**config.mk**
```make
export PLATFORM = sky130hd
export DESIGN_NAME = instr_fsm_ctrl
export DESIGN_NICKNAME = d
export VERILOG_FILES = /design/src/rtl/instr_fsm_ctrl.sv
export SDC_FILE = /design/constraint.sdc
export NUM_CORES = 1
export LEC_CHECK = 0
export ABC_AREA = 1
export BUFFER_PORTS_ARGS = -buffer_cell sky130_fd_sc_hd__buf_2
export CAP_MARGIN = 20
export CORE_UTILIZATION = 41
export DETAILED_ROUTE_END_ITERATION = 10
export GPL_ROUTABILITY_DRIVEN = 0
export HOLD_SLACK_MARGIN = 0.1
export MAX_ROUTING_LAYER = met4
export PLACE_DENSITY = 0.8
export SYNTH_ARGS = -nofsm -noshare
export SYNTH_HDL_FRONTEND = slang
export SYNTH_SLANG_ARGS = --single-unit
```
**constraint.sdc**
```tcl
create_clock -name clk -period 2.05 [get_ports clk]
set_clock_uncertainty 0.1 [all_clocks]
set_input_delay 0.615 -clock clk [delete_from_list [all_inputs] [get_ports clk]]
set_output_delay 0.615 -clock clk [all_outputs]
set_load 0.05 [all_outputs]
```
**src/rtl/instr_fsm_ctrl.sv**
```systemverilog
// instr_fsm_ctrl
// Latches one 16-bit instruction, decodes it and sequences the register-file/ALU
// datapath through a Moore state machine. The outputs depend only on the state and
// the latched IR.
//
// Handshake: w acts as "ready" and s acts as "valid". An instruction transfers on a
// rising clk edge where the state is S_WAIT (w = 1) and s = 1. s has no effect in
// any other state. IR then holds in_instr until the FSM returns to S_WAIT.
//
// Ports:
//   clk, reset          clock; synchronous active-low reset
//   s, in_instr         start strobe and the instruction to latch
//   w, bad              idle/ready flag; unsupported-opcode flag (S_DECODE only)
//   loada..loads        datapath register load enables
//   asel, bsel, vsel    operand selects and one-hot writeback mux select
//   ALUop, shift        ALU operation and shifter control (IR[4:3])
//   write, readnum,
//   writenum            register-file write enable and register numbers
//   sximm8, sximm5      sign-extended immediates from IR
//   o_state             current FSM state, exposed for debug
module instr_fsm_ctrl #(
    parameter int IW     = 16,
    parameter int IMM8_W = 8,
    parameter int IMM5_W = 5
) (
    input  logic          clk,
    input  logic          reset,
    input  logic          s,
    input  logic [IW-1:0] in_instr,
    output logic          w,
    output logic          bad,
    output logic          loada,
    output logic          loadb,
    output logic          loadc,
    output logic          loads,
    output logic          asel,
    output logic          bsel,
    output logic [3:0]    vsel,
    output logic [1:0]    ALUop,
    output logic [1:0]    shift,
    output logic          write,
    output logic [2:0]    readnum,
    output logic [2:0]    writenum,
    output logic [IW-1:0] sximm8,
    output logic [IW-1:0] sximm5,
    output logic [2:0]    o_state
);

    typedef enum logic [2:0] {
        S_WAIT   = 3'd0,
        S_DECODE = 3'd1,
        S_WIMM   = 3'd2,
        S_GETA   = 3'd3,
        S_GETB   = 3'd4,
        S_ALU    = 3'd5,
        S_WREG   = 3'd6
    } state_t;

    state_t        r_state;
    state_t        w_next;
    logic [IW-1:0] r_ir;

    logic [2:0] w_opcode;
    logic [1:0] w_op;
    logic [2:0] w_rn;
    logic [2:0] w_rd;
    logic [2:0] w_rm;
    logic [2:0] w_nsel;
    logic       w_mov_imm;
    logic       w_mov_reg;
    logic       w_is_alu;
    logic       w_is_cmp;
    logic       w_is_mvn;

    assign w_opcode = r_ir[15:13];
    assign w_op     = r_ir[12:11];
    assign w_rn     = r_ir[10:8];
    assign w_rd     = r_ir[7:5];
    assign w_rm     = r_ir[2:0];

    assign w_mov_imm = (w_opcode == 3'b110) && (w_op == 2'b10);
    assign w_mov_reg = (w_opcode == 3'b110) && (w_op == 2'b00);
    assign w_is_alu  = (w_opcode == 3'b101);
    assign w_is_cmp  = w_is_alu && (w_op == 2'b01);
    assign w_is_mvn  = w_is_alu && (w_op == 2'b11);

    // Pure functions of IR, so they are valid in every state.
    assign sximm8   = {{(IW-IMM8_W){r_ir[IMM8_W-1]}}, r_ir[IMM8_W-1:0]};
    assign sximm5   = {{(IW-IMM5_W){r_ir[IMM5_W-1]}}, r_ir[IMM5_W-1:0]};
    assign shift    = r_ir[4:3];
    // The register file has a single port-number mux that feeds both fields.
    assign readnum  = w_nsel;
    assign writenum = w_nsel;
    assign o_state  = r_state;

    // Reset has priority over start, so a held s cannot load IR while in reset.
    always_ff @(posedge clk) begin
        if (!reset) begin
            r_state <= S_WAIT;
            r_ir    <= '0;
        end else begin
            r_state <= w_next;
            if (r_state == S_WAIT && s) begin
                r_ir <= in_instr;
            end
        end
    end

    always_comb begin
        w_next = r_state;
        w      = 1'b0;
        bad    = 1'b0;
        loada  = 1'b0;
        loadb  = 1'b0;
        loadc  = 1'b0;
        loads  = 1'b0;
        asel   = 1'b0;
        bsel   = 1'b0;
        vsel   = 4'b0001;
        ALUop  = 2'b00;
        write  = 1'b0;
        w_nsel = w_rn;

        case (r_state)
            S_WAIT: begin
                w = 1'b1;
                if (s) w_next = S_DECODE;
            end
            S_DECODE: begin
                if (w_mov_imm)                   w_next = S_WIMM;
                else if (w_mov_reg || w_is_mvn)  w_next = S_GETB;
                else if (w_is_alu)               w_next = S_GETA;
                else begin
                    bad    = 1'b1;
                    w_next = S_WAIT;
                end
            end
            S_WIMM: begin
                w_nsel = w_rn;
                vsel   = 4'b0010;
                write  = 1'b1;
                w_next = S_WAIT;
            end
            S_GETA: begin
                w_nsel = w_rn;
                loada  = 1'b1;
                w_next = S_GETB;
            end
            S_GETB: begin
                w_nsel = w_rm;
                loadb  = 1'b1;
                w_next = S_ALU;
            end
            S_ALU: begin
                // MOV reg passes B through an add with A forced to zero.
                if (w_mov_reg) begin
                    ALUop = 2'b00;
                    asel  = 1'b1;
                end else begin
                    ALUop = w_op;
                end
                if (w_is_cmp) begin
                    loads  = 1'b1;
                    w_next = S_WAIT;
                end else begin
                    loadc  = 1'b1;
                    w_next = S_WREG;
                end
            end
            S_WREG: begin
                w_nsel = w_rd;
                vsel   = 4'b0001;
                write  = 1'b1;
                w_next = S_WAIT;
            end
            default: begin
                w_next = S_WAIT;
            end
        endcase
    end

endmodule
```
Word-level counts from Yosys, hierarchy flattened
Index checks and enable logic that the tools add are counted.
{ "word_totals": {"register_bits": 19, "latch_bits": 0, "ramBits": 0, "romBits": 0, "out_inout_bits": 58, "wordCells": 47, "memories": 0} }
{ "classes": {"n_addsub": 0, "multipliers": 0, "div": 0, "n_lt_le_gt_ge": 0, "eq_ne": 12, "shifts": 0, "n_mux": 24, "n_bitwise": 0, "n_reduce_logical": 9} }
{ "ops": {"columns": ["op", "count"], "rows": [
  ["3-bit equality test (second input constant)", 5],
  ["3-bit one-hot mux with 5 select lines", 1],
  ["1-bit two-way mux", 14],
  ["3-bit two-way mux", 4],
  ["2-bit two-way mux", 4],
  ["3-bit by 2-bit equality test with 1-bit output (second input constant)", 2],
  ["3-bit one-hot mux with 2 select lines", 1],
  ["1-bit logical AND", 5],
  ["2-bit equality test (second input constant)", 2],
  ["3-bit by 1-bit equality test with 1-bit output (second input constant)", 1],
  ["3-bit zero test", 1],
  ["2-bit by 1-bit equality test with 1-bit output (second input constant)", 1],
  ["2-bit zero test", 1],
  ["2-bit != test (second input constant)", 1],
  ["2-bit OR reduction", 1],
  ["1-bit logical OR", 1]
]} }

Longest topological paths before layout
{ "depth": {"depth_word": 6, "depth_mapped": 7, "ltp_nobuf": 6} }

Worst setup path after synthesis
No wires, ideal clock.
{ "synth_path": {"kind": "register -> output", "start": "reg r_state[1] (netlist: o_state[1])", "end": "out vsel[1]", "t_arrival_ps": 2602, "path_slack_ps": -1267, "path_stages_with_launch": 5, "path_buffers": 0, "cell_sequence": "dfxtp_1 -> inv_1 -> nor2_1 -> nand2_1 -> inv_1"} }
{ "synth_between": {"elab_chain_cells": 2} }
{ "synth_lines": {"columns": ["item", "line_no", "rtl"], "rows": [
  ["start, declared", "59", "state_t r_state;"],
  ["start signal, assigned", "102", "r_state <= w_next;"],
  ["3-bit by 2-bit equality test with 1-bit output", "124", "case (r_state)"],
  ["2-bit two-way mux", "124", null],
  ["end, declared", "38", "output logic [3:0] vsel,"]
]} }
No other way between the ends.

Final worst setup path
{ "layout_path": {"start": "reg r_state[0] (netlist: o_state[0])", "end": "out readnum[1]"} }
{ "layout_between": {"elab_chain_cells": 2, "word_cells_on_any_way": 3, "classes_between": "eq/ne: 2; mux: 1"} }
{ "layout_lines": {"columns": ["item", "line_no", "rtl"], "rows": [
  ["3-bit equality test", "124", null],
  ["3-bit one-hot mux with 2 select lines (*)", "124", null],
  ["end, declared", "42", "output logic [2:0] readnum,"]
]} }
Mark *: on every way between the ends. The rest lies on a longest branch, timed or not.

==> impl_metrics.json <==
{
  "finalHoldViolCount": 0,
  "hold_end": "r_ir[15]",
  "ys_seq_area_share_pct": 30.71,
  "io_pins": 77,
  "syn_area_um2": 1239,
  "fp-row-count": 19,
  "rsz0062_at_grt": "true",
  "final_cell_mix": "buf_2, nand2_1, a21oi_1, buf_4",
  "drtPass1Iterations": 7,
  "power.share.sequential_pct": 40.9,
  "dieHeight_um": 56.97,
  "yosysTopAreaCell": "dfxtp_1",
  "final_nets": 239,
  "final_area_um2": 1607,
  "reg2reg_to": "r_ir[0]",
  "crit_path_max_fanout": 4,
  "maxCapViolations": 0,
  "period_needed_ps": 2121,
  "start_kind": "register",
  "endpoint_kind": "primary output",
  "hp-start": "r_ir[15]",
  "place_area_um2": 1371,
  "cp.required_ps": 1330,
  "setup_viol": 12,
  "synth.area.top_cells": "dfxtp_1, buf_4, nand2_1",
  "fmax_mhz": 471.5,
  "swShare_pct": 44.48,
  "clock-sinks": 19,
  "drive_gt1_share_pct": 56.16,
  "power_frac_clock_pct": 17.9,
  "synth.distinct_cells": 23,
  "min_path_type": "reg2reg",
  "overflow": 0,
  "leakage_nw": 0.8156,
  "ys_ff_latch": 19,
  "worst_skew_pair.late_latency_ps": 290,
  "holdWs_ps": 357.7,
  "p_int_w": 0.0005723,
  "worstSetupStartpoint": "o_state[0]",
  "cts_buffer_depth": 2,
  "drtIter0Drc": 29,
  "violations": "DRC, setup timing",
  "root_buffer": "clkbuf_4",
  "powerDensity_nw_per_um2": 641.5,
  "timing.rr.start": "o_state[0]",
  "rr_worst_depth": 8,
  "start_util_pct": 44.16,
  "hold_buffers": 0,
  "grt_pass1_wl_um": 4353,
  "pwr-share-comb_pct": 41.2,
  "finalMaxSlewViolations": 0,
  "clkTransAtPathRegs_ps": 100,
  "yosysWarnings": 0,
  "wl_per_cell_um": 11.66,
  "antenna_found_initial": 0,
  "finalWirelength_um": 2916,
  "grt_pass1_vias": 982,
  "vdd_drop_max_mv": 0.3368,
  "fin_crit_sh_pct": 103.5,
  "drc": 10,
  "p_switching_w": 0.0004584,
  "vias": 1176,
  "n_fill_cell": 268,
  "fp.dieW_um": 56.97,
  "cts-buffers-inserted": 3,
  "n_antenna_cell": 0,
  "syn_to_final_growth_pct": 29.70,
  "hold_depth": 2,
  "io_buffers": 73,
  "viasPerCell": 4.704,
  "grtUsageTotal_pct": 17.44,
  "cts_tree": "yes",
  "yosys.area.top_type_share_pct": 30.71,
  "fin_ws_ps": -70.78,
  "h-tree-depth": 1,
  "worstSetupPathType": "reg2out",
  "core-area_um2": 2805,
  "hpwl_um": 2043,
  "status": "finished, violations left",
  "final.setup.tns_ps": -461.9,
  "regToRegSetupSlack_ps": 440,
  "grt_start_max_net_pins": 24,
  "avgSynthCellArea_um2": 7.119,
  "final_common_cell": "buf_2",
  "arrival_ps": 1410,
  "ant_nets": 0,
  "die_area_um2": 3245,
  "synth_cells": 174
}
registers in the layout, summed over array words and instances (netlist names):
register,cells
r_ir,16
o_state,3
cells by family after synthesis:
logic type | share of synthesized area, %
AOI/OAI and AO/OA | 14.04
buffers and inverters | 33.13
DFF | 30.71
other | 0.3027
and+or+nand+nor | 21.82
worst max-delay path, cell delays in order (launching register included):
cell      delay, ps
dfxtp_4         390
nor2_4          140
nand2_4          70
o211ai_1        250
buf_4           260
per-stage QoR:
step	cells	setup slack, ps	util, %	total power, W
after floorplan	176	-470.5	-	0.0008091
after global placement	238	96.10	48.88	0.0008157
after detailed placement	238	42.29	48.88	0.0008179
after CTS	246	-45.38	55.08	0.001027
after global routing	250	-154.1	57.27	0.001079
final	250	-70.78	57.27	0.001031
Yosys cell counts:
cell type,count
nor2_1,11
clkinv_1,1
nand2_4,1
nand2_1,29
o21ai_1,3
buf_4,40
nor2_2,1
a21oi_1,20
nor3_1,2
nor3_2,1
buf_6,2
o21ai_0,4
conb_1,1
nand3_1,13
buf_8,1
inv_2,2
o211ai_1,4
dfxtp_1,19
inv_1,15
nor2_4,1
buf_2,1
o21ai_2,1
nand4_1,1
power groups by stage:
stage / Combinational (W) / Sequential [W] / Clock, W
2_1_floorplan: 0.000380 / 0.000429 / 0
3_3_place_gp: 0.000392 / 0.000424 / 0
3_5_place_dp: 0.000393 / 0.000425 / 0
4_1_cts: 0.000412 / 0.000420 / 0.000195
5_1_grt: 0.000446 / 0.000426 / 0.000207
6_report: 0.000425 / 0.000421 / 0.000184
worst max-delay path by stage:
stage / to / slack (ps)
2_1_floorplan: writenum[0] / -470
3_3_place_gp: bad / 100
3_5_place_dp: bad / 40
4_1_cts: writenum[2] / -50
5_1_grt: readnum[1] / -150
6_report: readnum[1] / -70
what timing repair did:
item | 4_1_cts | 5_1_grt
setup buffers | 4 | 4
gates resized for setup | 39 | 16
setup endpoints to repair | 13 | 16
pin swaps | 4 | 3
layer usage:
| metal | wire (um) | vias to the layer above | track usage, % | part of all wire (%) |
|---|---|---|---|---|
| li1 | - | 605 | - | - |
| met1 | 1220 | 531 | 22.77 | 42 |
| met2 | 1542 | 40 | 28.74 | 53 |
| met3 | 153 | 0 | 4.308 | 5.2 |
| met4 | 0 | 0 | 1.045 | 0 |
| met5 | 0 | - | - | 0 |
cell type report:
| type | instances | area (um^2) | area share [%] |
|---|---|---|---|
| Sequential cell | 19 | 397.9 | 24.77 |
| Inverter | 18 | 78.83 | 4.907 |
| Clock buffer | 4 | 26.28 | 1.636 |
| Timing Repair Buffer | 83 | 513.0 | 31.93 |
| Tap cell | 31 | 38.79 | 2.414 |
| Multi-Input combinational cell | 95 | 551.8 | 34.35 |
No activity file was read; power rests on OpenSTA's default activity.
